`src/rtl/eth_rx_pkg.sv`:
```
// Shared types and constants for the Ethernet receive frame sequencer.
package eth_rx_pkg;

   typedef enum logic [2:0] {
      ST_IDLE     = 3'd0,
      ST_PREAMBLE = 3'd1,
      ST_HEADER   = 3'd2,
      ST_PAYLOAD  = 3'd3,
      ST_DROP     = 3'd4
   } rx_state_e;

   localparam logic [7:0]  ETH_PREAMBLE = 8'h55;
   localparam logic [7:0]  ETH_SFD      = 8'hD5;
   localparam logic [47:0] ETH_BCAST    = 48'hFFFF_FFFF_FFFF;
   localparam int          ETH_HDR_LEN  = 14;

   // Byte idx of a MAC address in wire order (idx 0 = [47:40]).
   function automatic logic [7:0] mac_byte(input logic [47:0] mac, input logic [2:0] idx);
      case (idx)
         3'd0:    return mac[47:40];
         3'd1:    return mac[39:32];
         3'd2:    return mac[31:24];
         3'd3:    return mac[23:16];
         3'd4:    return mac[15:8];
         default: return mac[7:0];
      endcase
   endfunction

endpackage

```
`src/rtl/eth_rx_sat_cnt.sv`:
```
// Saturating event counter: increments on inc_i, sticks at all-ones.
module eth_rx_sat_cnt #(
   parameter int W = 16
) (
   input  logic         clk,
   input  logic         rst_n,
   input  logic         inc_i,
   output logic [W-1:0] cnt_o
);

   logic [W-1:0] cnt_q;
   logic [W-1:0] cnt_d;

   // Next count: hold at all-ones once reached.
   always_comb begin
      cnt_d = cnt_q;
      if (inc_i && (cnt_q != {W{1'b1}})) cnt_d = cnt_q + W'(1);
   end

   // Count register.
   always_ff @(posedge clk or negedge rst_n) begin
      if (!rst_n) cnt_q <= '0;
      else        cnt_q <= cnt_d;
   end

   assign cnt_o = cnt_q;

endmodule

```
`src/rtl/eth_rx_frame_ctrl.sv`:
```
// GMII receive frame sequencer: preamble/SFD strip, destination filter,
// source MAC / EtherType capture, payload streaming with sop/eop/err and
// ok/drop frame counters. Payload passes through a one-byte hold register
// so that eop lands on the last byte without look-ahead.
module eth_rx_frame_ctrl
   import eth_rx_pkg::*;
#(
   parameter int PRE_MIN  = 4,
   parameter int MAX_LEN  = 1518,
   parameter bit BCAST_EN = 1'b1
) (
   input  logic        gmii_rx_clk,
   input  logic        rst_n,
   input  logic        gmii_rx_dv,
   input  logic [7:0]  gmii_rxd,
   input  logic        cfg_en,
   input  logic [47:0] cfg_local_mac,
   output logic [7:0]  rx_data,
   output logic        rx_valid,
   output logic        rx_sop,
   output logic        rx_eop,
   output logic        rx_err,
   output logic [15:0] rx_len,
   output logic [47:0] rx_src_mac,
   output logic [15:0] rx_type,
   output logic [15:0] frm_ok_cnt,
   output logic [15:0] frm_drop_cnt
);

   localparam logic [3:0]  PRE_MIN_W = 4'(PRE_MIN);
   localparam logic [15:0] MAX_LEN_W = 16'(MAX_LEN);
   localparam logic [3:0]  HDR_LAST  = 4'(ETH_HDR_LEN - 1);

   rx_state_e   state_q;
   logic [2:0]  pre_cnt_q;
   logic [3:0]  hdr_cnt_q;
   logic        uc_ok_q, bc_ok_q;
   logic [47:0] src_sh_q;
   logic [15:0] type_sh_q;
   logic [7:0]  hold_q;
   logic [15:0] pay_cnt_q;
   logic [7:0]  rx_data_q;
   logic        rx_valid_q, rx_sop_q, rx_eop_q, rx_err_q;
   logic [15:0] rx_len_q;
   logic [47:0] rx_src_mac_q;
   logic [15:0] rx_type_q;
   logic        ok_inc_q, drop_inc_q;

   logic [2:0]  pre_next;
   logic        sfd_ok;
   logic        uc_hit, bc_hit, dst_ok;
   logic        pay_emit, pay_end, pay_first;

   // Preamble counting, destination compare and payload end decisions.
   always_comb begin
      pre_next  = (pre_cnt_q == 3'd7) ? 3'd7 : pre_cnt_q + 3'd1;
      sfd_ok    = ({1'b0, pre_cnt_q} + 4'd1) >= PRE_MIN_W;
      uc_hit    = (gmii_rxd == mac_byte(cfg_local_mac, hdr_cnt_q[2:0]));
      bc_hit    = (gmii_rxd == mac_byte(ETH_BCAST, hdr_cnt_q[2:0]));
      dst_ok    = (uc_ok_q && uc_hit) || (BCAST_EN && bc_ok_q && bc_hit);
      // A held byte is always released in PAYLOAD: by the next byte, by dv
      // falling, or by the length limit.
      pay_emit  = (state_q == ST_PAYLOAD) && (pay_cnt_q != 16'd0);
      pay_end   = (state_q == ST_PAYLOAD) && (!gmii_rx_dv || (pay_cnt_q == MAX_LEN_W));
      pay_first = (pay_cnt_q == 16'd1);
   end

   // Frame FSM with registered payload outputs and counter event pulses.
   always_ff @(posedge gmii_rx_clk or negedge rst_n) begin
      if (!rst_n) begin
         state_q      <= ST_IDLE;
         pre_cnt_q    <= '0;
         hdr_cnt_q    <= '0;
         uc_ok_q      <= 1'b0;
         bc_ok_q      <= 1'b0;
         src_sh_q     <= '0;
         type_sh_q    <= '0;
         hold_q       <= '0;
         pay_cnt_q    <= '0;
         rx_data_q    <= '0;
         rx_valid_q   <= 1'b0;
         rx_sop_q     <= 1'b0;
         rx_eop_q     <= 1'b0;
         rx_err_q     <= 1'b0;
         rx_len_q     <= '0;
         rx_src_mac_q <= '0;
         rx_type_q    <= '0;
         ok_inc_q     <= 1'b0;
         drop_inc_q   <= 1'b0;
      end else begin
         rx_valid_q <= pay_emit;
         rx_sop_q   <= pay_emit && pay_first;
         rx_eop_q   <= pay_emit && pay_end;
         rx_err_q   <= pay_emit && pay_end && gmii_rx_dv;
         ok_inc_q   <= pay_emit && pay_end && !gmii_rx_dv;
         drop_inc_q <= 1'b0;
         if (pay_emit)              rx_data_q <= hold_q;
         if (pay_emit && pay_end)   rx_len_q  <= pay_cnt_q;
         if (pay_emit && pay_first) begin
            rx_src_mac_q <= src_sh_q;
            rx_type_q    <= type_sh_q;
         end

         case (state_q)
            ST_IDLE: begin
               if (gmii_rx_dv) begin
                  if (cfg_en && (gmii_rxd == ETH_PREAMBLE)) begin
                     state_q   <= ST_PREAMBLE;
                     pre_cnt_q <= 3'd0;
                  end else begin
                     state_q <= ST_DROP;
                  end
               end
            end
            ST_PREAMBLE: begin
               if (!gmii_rx_dv) begin
                  state_q <= ST_IDLE;
               end else if (gmii_rxd == ETH_PREAMBLE) begin
                  pre_cnt_q <= pre_next;
               end else if ((gmii_rxd == ETH_SFD) && sfd_ok) begin
                  state_q   <= ST_HEADER;
                  hdr_cnt_q <= 4'd0;
                  uc_ok_q   <= 1'b1;
                  bc_ok_q   <= 1'b1;
               end else begin
                  state_q <= ST_DROP;
               end
            end
            ST_HEADER: begin
               if (!gmii_rx_dv) begin
                  state_q    <= ST_IDLE;
                  drop_inc_q <= 1'b1;
               end else begin
                  hdr_cnt_q <= hdr_cnt_q + 4'd1;
                  if (hdr_cnt_q < 4'd5) begin
                     uc_ok_q <= uc_ok_q && uc_hit;
                     bc_ok_q <= bc_ok_q && bc_hit;
                  end else if (hdr_cnt_q == 4'd5) begin
                     if (!dst_ok) begin
                        state_q    <= ST_DROP;
                        drop_inc_q <= 1'b1;
                     end
                  end else if (hdr_cnt_q < 4'd12) begin
                     src_sh_q <= {src_sh_q[39:0], gmii_rxd};
                  end else begin
                     type_sh_q <= {type_sh_q[7:0], gmii_rxd};
                  end
                  if (hdr_cnt_q == HDR_LAST) begin
                     state_q   <= ST_PAYLOAD;
                     pay_cnt_q <= 16'd0;
                  end
               end
            end
            ST_PAYLOAD: begin
               if (pay_end) begin
                  // dv still high here means the length limit was hit.
                  state_q    <= gmii_rx_dv ? ST_DROP : ST_IDLE;
                  drop_inc_q <= gmii_rx_dv || (pay_cnt_q == 16'd0);
               end else begin
                  hold_q    <= gmii_rxd;
                  pay_cnt_q <= pay_cnt_q + 16'd1;
               end
            end
            ST_DROP: begin
               if (!gmii_rx_dv) state_q <= ST_IDLE;
            end
            default: state_q <= ST_IDLE;
         endcase
      end
   end

   assign rx_data    = rx_data_q;
   assign rx_valid   = rx_valid_q;
   assign rx_sop     = rx_sop_q;
   assign rx_eop     = rx_eop_q;
   assign rx_err     = rx_err_q;
   assign rx_len     = rx_len_q;
   assign rx_src_mac = rx_src_mac_q;
   assign rx_type    = rx_type_q;

   eth_rx_sat_cnt #(.W(16)) u_ok_cnt (
      .clk   (gmii_rx_clk),
      .rst_n (rst_n),
      .inc_i (ok_inc_q),
      .cnt_o (frm_ok_cnt)
   );

   eth_rx_sat_cnt #(.W(16)) u_drop_cnt (
      .clk   (gmii_rx_clk),
      .rst_n (rst_n),
      .inc_i (drop_inc_q),
      .cnt_o (frm_drop_cnt)
   );

endmodule

```
`config.mk`:
```
export PLATFORM = sky130hd
export DESIGN_NAME = eth_rx_frame_ctrl
export DESIGN_NICKNAME = d
export VERILOG_FILES = /design/src/rtl/eth_rx_pkg.sv /design/src/rtl/eth_rx_sat_cnt.sv /design/src/rtl/eth_rx_frame_ctrl.sv
export SDC_FILE = /design/constraint.sdc
export NUM_CORES = 1
export LEC_CHECK = 0
export CAP_MARGIN = 20
export CELL_PAD_IN_SITES_DETAIL_PLACEMENT = 1
export CELL_PAD_IN_SITES_GLOBAL_PLACEMENT = 1
export CORE_UTILIZATION = 39
export DETAILED_ROUTE_END_ITERATION = 10
export GPL_TIMING_DRIVEN = 0
export HOLD_SLACK_MARGIN = 0.08
export PLACE_DENSITY = 0.83
export SYNTH_ARGS = -nofsm -noshare
export SYNTH_HDL_FRONTEND = slang
export SYNTH_HIERARCHICAL = 1
export SYNTH_SLANG_ARGS = --single-unit
```
`constraint.sdc`:
```
create_clock -name gmii_rx_clk -period 3.15 [get_ports gmii_rx_clk]
set_input_delay 0.63 -clock gmii_rx_clk [delete_from_list [all_inputs] [get_ports gmii_rx_clk]]
set_output_delay 0.63 -clock gmii_rx_clk [all_outputs]
set_load 0.1 [all_outputs]
```
# After elaboration in Yosys (flattened, before gate mapping)
# Index checks and enable logic that the tools add are counted.
# classes
mux	45
addsub	6
order_cmp	3
n_eq_ne	35
n_bitwise	4
reduce_logical	31
# op_table
cell	count
3-bit two-way mux	18
16-bit by 1-bit adder with 16-bit output, second input constant	3
16-bit two-way mux	3
8-bit case mux with 5 select lines	1
16-bit inequality test, second input constant	2
16-bit case mux with 2 select lines	1
2-bit inequality test, second input constant	12
5-bit AND reduction	4
16-bit by 1-bit == test with 1-bit output, second input constant	1
16-bit by 11-bit == test with 1-bit output, second input constant	1
8-bit == test, second input constant	2
16-bit zero test	1
4-bit two-way mux	4
16-bit nonzero test	1
3-bit case mux with 5 select lines	1
3-bit by 2-bit == test with 1-bit output, second input constant	4
1-bit logical AND	12
1-bit two-way mux	12
4-bit inequality test, second input constant	3
3-bit == test, second input constant	3
8-bit by 7-bit == test with 1-bit output, second input constant	1
8-bit == test	1
4-bit case mux with 2 select lines	1
7-bit AND reduction	1
other kinds (20)	31
# totals
out_inout_bits	124
ff_bits	226
wordCells	145
inputBits	60

# Depth between registers and ports, before layout
# Gate-level depths: netlist (run 1).
# logic_depth
word_depth	11
ltp_mapped	13
mapped_depth_nobuf	9

# Hierarchy
# The synthesis (run 1) kept the hierarchy.
# by_module_without_submodules
module	n_inst	area_per_inst_um2	cells_each	seq_area_each_um2
eth_rx_frame_ctrl	1	8604.5	638	4854.7
eth_rx_sat_cnt (u_drop_cnt)	1	859.6	72	400.4
eth_rx_sat_cnt (u_ok_cnt)	1	782.0	72	400.4

# Worst setup path before layout (run 1)
# OpenSTA, ideal clock, no wires.
# synth_path
path_kind	reg-to-reg
start	reg hdr_cnt_q[2]
end	reg drop_inc_q
path_slack_ps	182
t_arrival_ps	2833
path_buffers	4
t_required_ps	3015
synth_period_minus_slack_ps	2968
stages_incl_launch_ff	14
setup_time_ps	135
path_cell_list	dfrtp_1 buf_2 buf_2 buf_1 inv_1 ha_1 buf_6 nor2_1 nand2_1 o2bb2ai_1 xnor2_1 or4_1 nor2_1 o32ai_1
# synth_via
elab_chain_len	10
word_cells_on_any_way	16
classes_between	order compare: 1; eq/ne: 6; mux: 6; reduce/logical: 3
# synth_lines
element	line_no	rtl
start, declared	eth_rx_frame_ctrl.sv:36	logic [3:0] hdr_cnt_q;
start signal, assigned	eth_rx_frame_ctrl.sv:134	hdr_cnt_q <= hdr_cnt_q + 4'd1;
3-bit == test, or another cell as far along	eth_rx_pkg.sv:19	case (idx)
8-bit case mux with 5 select lines	eth_rx_pkg.sv:19	
8-bit == test	eth_rx_frame_ctrl.sv:58	uc_hit = (gmii_rxd == mac_byte(cfg_local_mac, hdr_cnt_q[2:0]));
1-bit logical AND	eth_rx_frame_ctrl.sv:60	dst_ok = (uc_ok_q && uc_hit) || (BCAST_EN && bc_ok_q && bc_hit);
1-bit logical OR	eth_rx_frame_ctrl.sv:60	
1-bit two-way mux	eth_rx_frame_ctrl.sv:139	if (!dst_ok) begin
1-bit two-way mux	eth_rx_frame_ctrl.sv:138	end else if (hdr_cnt_q == 4'd5) begin
1-bit two-way mux (*)	eth_rx_frame_ctrl.sv:135	if (hdr_cnt_q < 4'd5) begin
1-bit two-way mux (*)	eth_rx_frame_ctrl.sv:130	if (!gmii_rx_dv) begin
1-bit case mux with 2 select lines (*)	eth_rx_frame_ctrl.sv:104	case (state_q)
end signal, assigned	eth_rx_frame_ctrl.sv:158	drop_inc_q <= gmii_rx_dv || (pay_cnt_q == 16'd0);
end, declared	eth_rx_frame_ctrl.sv:47	logic ok_inc_q, drop_inc_q;
# Mark *: on every way between the ends. The rest lies on a longest branch, timed or not.
# A chain may end at the register's enable or synchronous reset.

# Worst setup path after layout (run 1)
# Ends and elaborated chain as after synthesis.

==> flow_summary_export.csv, run 1 <==
group,metric,value,unit
status,status,"finished, final reports clean",
clocking,cts_made_buffers,25,
global_routing,grt_pass1_vias,7797,
power_and_ir_drop,p_per_area,461.0,nW/um2
job,maxCapViolations,0,
power_and_ir_drop,switchingPower,1.397,mW
drt,top_layer,"met4",
logic_synthesis,syn_area_per_cell,13.10,um2
sta,fin_crit_sh,96.52,%
setup_path,worst_setup_path_start_kind,"flip-flop",
sta,finClkSkew,0.01318,ns
sta,rsz0062_at_grt,"false",
layout,final_common_cell,"dfrtp_1",
layout,fin_nets,1070,
drt,drtPass1Iterations,6,
drt,dr_total_vias,7251,
global_routing,antenna_found_initial,0,
drt,drt-initial-drc-count,468,
clocking,clock-root-buffer,"clkbuf_16",
drt,wl_per_cell,20.25,um
setup_path,r2r-end,"drop_inc_q",
floorplan,initial_core_util,40.22,%
sta,slew_headroom,29.06,%
setup_path,arrival,3.41,ns
power_and_ir_drop,ir_drop,0.0003875,V
layout,seqCellArea,5655,um2
logic_synthesis,synth_edf_count,0,
logic_synthesis,yosysSeqAreaShare,55.20,%
drt,met1_length,11550,um
hold_path,hold_path.startpoint,"type_sh_q[11]",
drt,vias_per_cell,5.395,
setup_path,rr_worst_depth,13,
layout,drive_gt1_share,23.87,%
layout,final_util,52.75,%
placed_design,portBuffers,183,
setup_path,worstReg2RegStart,"hdr_cnt_q[2]",
floorplan,io_pins,184,
sta,slew_viol_final,0,
logic_synthesis,ys.warnings.count,6,
drt,dr_wl_met3,1132,um
drt,postRouteAntennaNets,0,
setup_path,required,3.52,ns
logic_synthesis,async_flop_share,100.0,%
global_routing,overflow,0,
setup_path,cp_max_fo,10,
placed_design,place_area,12550,um2
power_and_ir_drop,cellLeakagePower,6.123,nW
clocking,cts_tree,"done",
layout,fill_cells,2549,
global_routing,grt_max_degree,98,
floorplan,die_y,164.1,um
placed_design,dp_cells,1297,
drt,drc_errors,0,
logic_synthesis,synth.top_cell.area_share,55.20,%
clocking,path_clk_slew,0.06,ns
sta,timing.fmax,328.9,MHz
clocking,htreeDepth,1,
logic_synthesis,ys_types,68,
setup_path,worstSetupEndpointType,"flip-flop",
logic_synthesis,synth_area_leaders,"dfrtp_1 55%, mux2_2 12%, mux2_4 7.3%, ha_1 1.8%, nand2_1 1.6%",
setup_path,crit_type,"reg2reg",
sta,fin_hold_ws,0.4984,ns
power_and_ir_drop,clkPwrFrac,47.3,%
layout,antenna_cells,0,
drt,wirelength,27210,um
clocking,clk_path_buf_depth,3,
clocking,postCtsSetupBuffers,0,
placed_design,gp_congestion,0.8275,
logic_synthesis,netlist_area,10250,um2
floorplan,core-area,25470,um2
layout,multiInputGateArea,4382,um2
logic_synthesis,synth_largest_area_cell,"dfrtp_1",
logic_synthesis,synth_ff_type,"dfrtp_1",
power_and_ir_drop,combPwrFrac,5.5,%
sta,min_period,3.040,ns
power_and_ir_drop,power.internal,4.798,mW
hold_path,hold_class,"reg2reg",
sta,setup_viol,0,
logic_synthesis,ys_ff_latch,226,
clocking,clock_sinks,226,
power_and_ir_drop,sw_frac_of_total,22.55,%
drt,met2_length,14050,um
layout,layout.cells.non_filler,1344,
hold_path,holdPathStages,1,
layout,postLayoutCellArea,13440,um2
global_routing,grt_pass1_wl,43390,um
logic_synthesis,syn_nets,857,
floorplan,rows,58,
placed_design,hpwl,19440,um
logic_synthesis,synth_cells,782,
power_and_ir_drop,seqPwrFrac,47.2,%
clocking,insertion_delay,0.53,ns
floorplan,die_w,164.1,um
sta,tightest_slew,1.061,ns
floorplan,dieArea,26920,um2
sta,setup_tns,0,ns
layout,syn_to_final_growth,31.14,%
sta,hold_violations,0,
layout,layout_common_cells,"226 x dfrtp_1, 182 x clkdlybuf4s50_1, 106 x mux2_2",
setup_path,reg2reg_slack,0.11,ns
hold_path,whs_endpoint,"rx_type[11]",
global_routing,grtUsageTotal,20.66,%
how the worst max path moves through the flow:
stage | slack, ns | start | depth (start not counted) | end
final | 0.11 | hdr_cnt_q[2] | 13 | drop_inc_q
after global routing | 0.01 | hdr_cnt_q[2] | 13 | drop_inc_q
after CTS | 0.01 | hdr_cnt_q[2] | 13 | drop_inc_q
after detailed placement | -0.79 | hdr_cnt_q[2] | 13 | drop_inc_q
after global placement | -8.31 | rst_n | 1 | rx_src_mac[39]
after floorplan | 0.18 | hdr_cnt_q[2] | 13 | drop_inc_q
sequential cells by signal, summed over array words and instances, names as in the netlist:
signal and flops:
rx_src_mac 48, src_sh_q 48, pay_cnt_q 16, rx_len 16
rx_type 16, type_sh_q 16, u_drop_cnt/cnt_o 16, u_ok_cnt/cnt_o 16
hold_q 8, rx_data 8, hdr_cnt_q 4, pre_cnt_q 3
state_q 3, bc_ok_q 1, drop_inc_q 1, ok_inc_q 1
rx_eop 1, rx_err 1, rx_sop 1, rx_valid 1
uc_ok_q 1
Yosys cell counts (all sizes together) (13+ instances only):
cell type,instances
nor2,27
inv,16
nor3,14
mux2,157
xor2,13
o21ai,26
xnor2,19
buf,22
ha,15
nand2,46
nand4,24
dfrtp,226
a21oi,17
nand3,26
per-stage QoR:
step | power (mW) | setup WS, ns
CTS | 6.272 | 0.01218
global route | 6.414 | 0.01277
detailed placement | 3.309 | -0.7926
floorplan | 3.112 | 0.1820
global placement | 3.295 | -8.306
finish | 6.195 | 0.1097
kinds of logic (layout without fill, tap and decap cells):
family,count (synthesis),in the layout,synth area share (%)
xor+xnor,32,32,2.735
simple gates,190,190,10.71
mux,160,160,19.38
buf+inv,48,280,2.394
flops,226,226,55.20
fa+ha+maj,15,15,1.832
compound gates,111,111,7.754
final cells by class:
type | count | area share (%)
inverters | 16 | 0.4470
multi-input cells | 508 | 32.61
clock buffers | 35 | 5.233
flip-flops and latches | 226 | 42.09
plain buffers | 32 | 1.453
repair buffers | 186 | 14.15
clock inverters | 11 | 0.9405
well taps | 330 | 3.073
critical path, stage by stage, from the launching register on:
cell       delay (ns)
dfrtp_1          0.35
buf_2            0.16
buf_6            0.16
buf_4            0.18
inv_1            0.09
ha_1             0.17
buf_6            0.15
nor2_4           0.08
a222oi_1         0.38
o2bb2ai_2        0.17
xnor2_1          0.08
or4_1            0.57
nor2_2           0.17
o32ai_1          0.17
power groups by stage:
stage          Clock, mW  Combinational, mW  Sequential (mW)
2_1_floorplan          0              0.130             2.98
3_3_place_gp           0              0.319             2.98
3_5_place_dp           0              0.335             2.97
4_1_cts             3.01              0.344             2.92
5_1_grt             3.12              0.375             2.92
6_report            2.93              0.341             2.92
metal layers:
layer,vias up,GRT usage (%)
met4,0,4.293
li1,3293,-
met3,37,3.005
met5,-,0
met1,3747,26.71
met2,174,36.57
repair_timing:
| action | in CTS | in global routing |
|---|---|---|
| gates resized for setup | 8 | 4 |
| hold buffers | 1 | 0 |
| setup endpoints to repair | 4 | 4 |
| hold endpoints to repair | 42 | 0 |
| pin swaps | 0 | 1 |
(Power assumes the default switching activity.)
==> run 2, diff against run 1 <==
--- a/config.mk
+++ b/config.mk
@@ -13,6 +13,7 @@
 export GPL_TIMING_DRIVEN = 0
 export HOLD_SLACK_MARGIN = 0.08
 export PLACE_DENSITY = 0.83
+export SETUP_SLACK_MARGIN = 0.3
 export SYNTH_ARGS = -nofsm -noshare
 export SYNTH_HDL_FRONTEND = slang
 export SYNTH_HIERARCHICAL = 1
==> constraint.sdc (replaced) <==
create_clock -name gmii_rx_clk -period 2.64 [get_ports gmii_rx_clk]
set_input_delay 0.528 -clock gmii_rx_clk [delete_from_list [all_inputs] [get_ports gmii_rx_clk]]
set_output_delay 0.528 -clock gmii_rx_clk [all_outputs]
set_load 0.1 [all_outputs]
==> flow_summary_export.csv, run 2 (same netlist as run 1, synthesis figures left out) <==
group,metric,value,unit
status,status,"finished, violations left",
status,violations,"negative setup slack",
setup_path,arrival,3.18,ns
drt,drt-initial-drc-count,521,
global_routing,met3_usage,3.308,%
sta,timing.fmax,366.4,MHz
floorplan,die_w,164.1,um
drt,vias_per_cell,5.471,
power_and_ir_drop,p_per_area,521.7,nW/um2
hold_path,hold_class,"in2async",
setup_path,crit_type,"reg2reg",
clocking,clock-root-buffer,"clkbuf_16",
sta,fin_crit_sh,103.4,%
sta,slew_headroom,30.95,%
layout,postLayoutCellArea,14360,um2
placed_design,gp_congestion,0.8258,
floorplan,initial_core_util,40.22,%
layout,syn_to_final_growth,40.13,%
drt,postRouteAntennaNets,0,
global_routing,grt_max_degree,111,
placed_design,hpwl,19520,um
sta,setup_tns,-0.2756,ns
layout,multiInputGateArea,4718,um2
global_routing,grtUsageTotal,22.45,%
clocking,path_clk_slew,0.07,ns
power_and_ir_drop,ir_drop,0.0004361,V
drt,drc_errors,0,
layout,drive_gt1_share,35.70,%
drt,wirelength,31170,um
floorplan,core-area,25470,um2
setup_path,worst_setup_path_start_kind,"flip-flop",
global_routing,grt_pass1_wl,46930,um
sta,setup_viol,4,
placed_design,place_area,12620,um2
sta,min_period,2.729,ns
sta,tightest_slew,1.040,ns
floorplan,die_y,164.1,um
layout,seqCellArea,5675,um2
drt,dr_total_vias,7583,
setup_path,worstSetupEndpointType,"flip-flop",
clocking,cts_tree,"done",
global_routing,grt_use_met2,40.35,%
global_routing,overflow,0,
layout,antenna_cells,0,
floorplan,io_pins,184,
floorplan,rows,58,
layout,final_common_cell,"dfrtp_1",
layout,layout_common_cells,"210 x dfrtp_1, 78 x mux2_4, 78 x mux2_2",
global_routing,busiest_layer,"met2",
job,maxCapViolations,0,
setup_path,cp_max_fo,10,
sta,finClkSkew,0.01570,ns
sta,rsz0062_at_grt,"true",
layout,final_util,56.37,%
clocking,insertion_delay,0.53,ns
drt,wl_per_cell,22.49,um
global_routing,grt_pass1_vias,8295,
floorplan,dieArea,26920,um2
power_and_ir_drop,cellLeakagePower,6.901,nW
clocking,clk_path_buf_depth,3,
drt,drtPass1Iterations,5,
global_routing,grtUsageMet1,28.41,%
setup_path,required,3.10,ns
global_routing,antenna_found_initial,0,
sta,fin_hold_ws,0.4333,ns
layout,fin_nets,1116,
placed_design,portBuffers,183,
clocking,htreeDepth,1,
clocking,clock_sinks,226,
sta,hold_violations,0,
clocking,cts_made_buffers,25,
sta,setup_ws,-0.08911,ns
sta,slew_viol_final,0,
layout,fill_cells,2472,
-- run 2: cell count changes in the layout (fill, tap and decap cells not counted), sizes merged --
| cell | before | now |
|---|---|---|
| clkdlybuf4s50 | 182 | 55 |
| dlygate4sd2 | 0 | 68 |
| buf | 25 | 70 |
| clkdlybuf4s15 | 0 | 42 |
| clkbuf | 45 | 63 |
| clkinv | 7 | 3 |
| clkinvlp | 1 | 0 |
| o2111ai | 4 | 5 |
-- run 2: path summary, 6_finish.rpt --
path | cells past startpoint | startpoint | to | slack [ns]
worst max-delay path | 12 | hdr_cnt_q[1] | uc_ok_q | -0.09
worst min-delay path | 2 | rst_n | rx_data[2] | 0.43
worst max register to register | 12 | hdr_cnt_q[1] | uc_ok_q | -0.09
worst min register to register | 2 | hold_q[0] | hold_q[0] | 0.50
max in group asynchronous | 4 | rst_n | rx_src_mac[43] | 0.95
min in group gmii_rx_clk | 2 | hold_q[0] | hold_q[0] | 0.50
-- run 2: worst max-delay path: stages, from the launching register on --
cell	delay (ns)
dfrtp_1	0.42
inv_1	0.15
ha_1	0.18
buf_2	0.21
clkbuf_4	0.24
nand2_1	0.07
a21o_1	0.19
o2bb2ai_2	0.13
xnor2_1	0.13
or4_4	0.57
nor2_4	0.13
buf_6	0.11
o32a_1	0.13
-- run 2: area by class of cell --
type / count / area share (%)
flip-flops and latches: 226 / 39.53
clock buffers: 36 / 5.133
well taps: 330 / 2.876
plain buffers: 32 / 2.231
repair buffers: 231 / 16.24
multi-input cells: 509 / 32.86
inverters: 16 / 0.4357
clock inverters: 6 / 0.6885
-- run 2: metrics by stage --
| step | total power, mW | worst slack (ns) | std cells |
|---|---|---|---|
| floorplan | 3.716 | 0.1412 | 782 |
| finish | 7.490 | -0.08911 | 1386 |
| global placement | 3.936 | -9.469 | 1295 |
| detailed placement | 3.953 | -0.7305 | 1297 |
| CTS | 7.553 | -0.05407 | 1365 |
| global route | 7.734 | -0.2036 | 1386 |
-- run 2: what timing repair did --
action | in CTS | in global routing
hold buffers | 1 | 0
endpoints found under the hold margin | 26 | 0
cloned | 6 | 2
buffers inserted | 19 | 19
pin swaps | 24 | 25
resized for setup | 275 | 91
endpoints found under the setup margin | 298 | 189
-- run 2: report_power, final --
group	total [mW]	leakage, nW	internal (mW)	switching (mW)
sequential	3.49	3.11	3.48	0.0110
clock	3.58	0.413	2.13	1.45
combinational	0.422	3.38	0.185	0.238
-- run 2: routing by layer --
| layer | vias to the layer above | part of all wire [%] | wire length, um |
|---|---|---|---|
| met4 | 0 | 1.9 | 584 |
| met5 | - | 0 | 0 |
| li1 | 3377 | - | - |
| met1 | 3916 | 41 | 12830 |
| met2 | 240 | 53 | 16400 |
| met3 | 50 | 4.4 | 1357 |
==> run 3, diff against run 2 <==
--- a/config.mk
+++ b/config.mk
@@ -8,11 +8,13 @@
 export CAP_MARGIN = 20
 export CELL_PAD_IN_SITES_DETAIL_PLACEMENT = 1
 export CELL_PAD_IN_SITES_GLOBAL_PLACEMENT = 1
-export CORE_UTILIZATION = 39
+export CORE_UTILIZATION = 40
+export CTS_CLUSTER_DIAMETER = 50
 export DETAILED_ROUTE_END_ITERATION = 10
+export DONT_BUFFER_PORTS = 1
 export GPL_TIMING_DRIVEN = 0
 export HOLD_SLACK_MARGIN = 0.08
-export PLACE_DENSITY = 0.83
+export PLACE_DENSITY = 0.73
 export SETUP_SLACK_MARGIN = 0.3
 export SYNTH_ARGS = -nofsm -noshare
 export SYNTH_HDL_FRONTEND = slang
==> flow_summary_export.csv, run 3 (same netlist as run 1, synthesis figures left out) <==
group,metric,value,unit
status,status,"finished, violations left",
status,violations,"negative hold slack",
setup_path,crit_type,"reg2reg",
setup_path,worst_setup_path_start_kind,"flip-flop",
sta,setup_viol,0,
sta,fin_hold_ws,-0.3322,ns
setup_path,reg2reg_slack,0.03,ns
floorplan,die_y,162.0,um
placed_design,portBuffers,0,
drt,wl_per_cell,22.04,um
job,maxCapViolations,0,
setup_path,required,3.12,ns
sta,slew_headroom,34.00,%
power_and_ir_drop,ir_drop,0.0004661,V
layout,postLayoutCellArea,12790,um2
placed_design,hpwl,16680,um
floorplan,rows,58,
sta,tightest_slew,0.9900,ns
setup_path,worstSetupEndpointType,"flip-flop",
clocking,clock_sinks,226,
placed_design,gp_congestion,0.8158,
layout,layout_common_cells,"194 x dfrtp_1, 87 x mux2_4, 69 x mux2_2",
clocking,path_clk_slew,0.06,ns
floorplan,initial_core_util,40.69,%
drt,drtPass1Iterations,4,
sta,rsz0062_at_grt,"true",
drt,postRouteAntennaNets,0,
clocking,cts_tree,"done",
sta,timing.fmax,382.6,MHz
clocking,insertion_delay,0.56,ns
clocking,clk_path_buf_depth,3,
power_and_ir_drop,p_per_area,595.0,nW/um2
global_routing,antenna_found_initial,0,
drt,drc_errors,0,
setup_path,arrival,3.09,ns
floorplan,die_w,162.0,um
clocking,cts_made_buffers,29,
floorplan,dieArea,26260,um2
layout,final_common_cell,"dfrtp_1",
global_routing,overflow,0,
floorplan,core-area,25180,um2
power_and_ir_drop,cellLeakagePower,5.877,nW
drt,wirelength,26580,um
layout,syn_to_final_growth,24.84,%
sta,slew_viol_final,0,
sta,min_period,2.614,ns
placed_design,place_area,10730,um2
sta,hold_violations,226,
global_routing,grt_pass1_wl,40300,um
clocking,htreeDepth,1,
sta,fin_crit_sh,99.00,%
drt,vias_per_cell,5.526,
hold_path,hold_class,"in2async",
placed_design,post-place-ws,-0.3100,ns
drt,drt-initial-drc-count,354,
layout,drive_gt1_share,41.89,%
sta,setup_ws,0.02635,ns
layout,fin_nets,931,
global_routing,grt_pass1_vias,6913,
drt,dr_total_vias,6664,
placed_design,dp_cells,1112,
power_and_ir_drop,total_power,7.610,mW
layout,layout.cells.non_filler,1206,
clocking,clock-root-buffer,"clkbuf_16",
sta,finClkSkew,0.02182,ns
global_routing,grt_max_degree,227,
global_routing,grtUsageTotal,19.58,%
setup_path,cp_max_fo,7,
layout,antenna_cells,0,
floorplan,io_pins,184,
run 3: final cells by class:
class                   count  area (um2)
well taps                 330       412.9
repair buffers             42       553.0
clock buffers              38       829.5
plain buffers              32       337.8
multi-input cells         509        4757
inverters                  16       62.56
flip-flops and latches    226        5700
clock inverters            13       137.6
fillers                  2464       12390
run 3: report_power, final:
group	leakage (nW)	internal, mW	switching [mW]
clock network	0.465	2.33	1.56
registers	3.08	3.48	0.0217
logic	2.33	0.106	0.117
run 3: critical path: stages, from the launching register on:
cell and delay, ns:
dfrtp_1 0.37, buf_6 0.12, buf_8 0.11, buf_8 0.11
inv_4 0.05, ha_4 0.13, buf_8 0.11, nor2_4 0.06
a222oi_1 0.32, o2bb2ai_2 0.16, xnor2_1 0.08, or4_4 0.56
nor2_4 0.13, buf_6 0.11, o32a_1 0.12
run 3: through the flow:
| stage | TNS, ns | utilization, % |
|---|---|---|
| CTS | 0 | 49.12 |
| global route | -0.6562 | 50.80 |
| finish | 0 | 50.80 |
| detailed placement | -12.05 | 42.61 |
| floorplan | 0 | - |
| global placement | -8.906 | 42.61 |
run 3: per-layer routing:
layer | global-route usage, % | wire (um)
met1 | 24.80 | 11130
met2 | 33.09 | 13280
met3 | 5.720 | 1757
met4 | 4.074 | 412
met5 | 0 | 0
run 3: final timing paths:
kind | start | to | depth (start not counted)
worst min-delay path | rst_n | rx_src_mac[40] | 0
worst max register to register | hdr_cnt_q[2] | uc_ok_q | 14
max in group asynchronous | rst_n | hdr_cnt_q[2] | 0
worst min register to register | type_sh_q[9] | rx_type[9] | 1
min in group gmii_rx_clk | gmii_rxd[3] | src_sh_q[3] | 1
worst max-delay path | hdr_cnt_q[2] | uc_ok_q | 14
run 3: repair_timing:
item | in CTS | in global routing
setup buffers | 23 | 12
pin swaps | 22 | 21
resized for setup | 98 | 79
hold endpoints to repair | 226 | 226
setup endpoints to repair | 148 | 176
cloned | 5 | 3
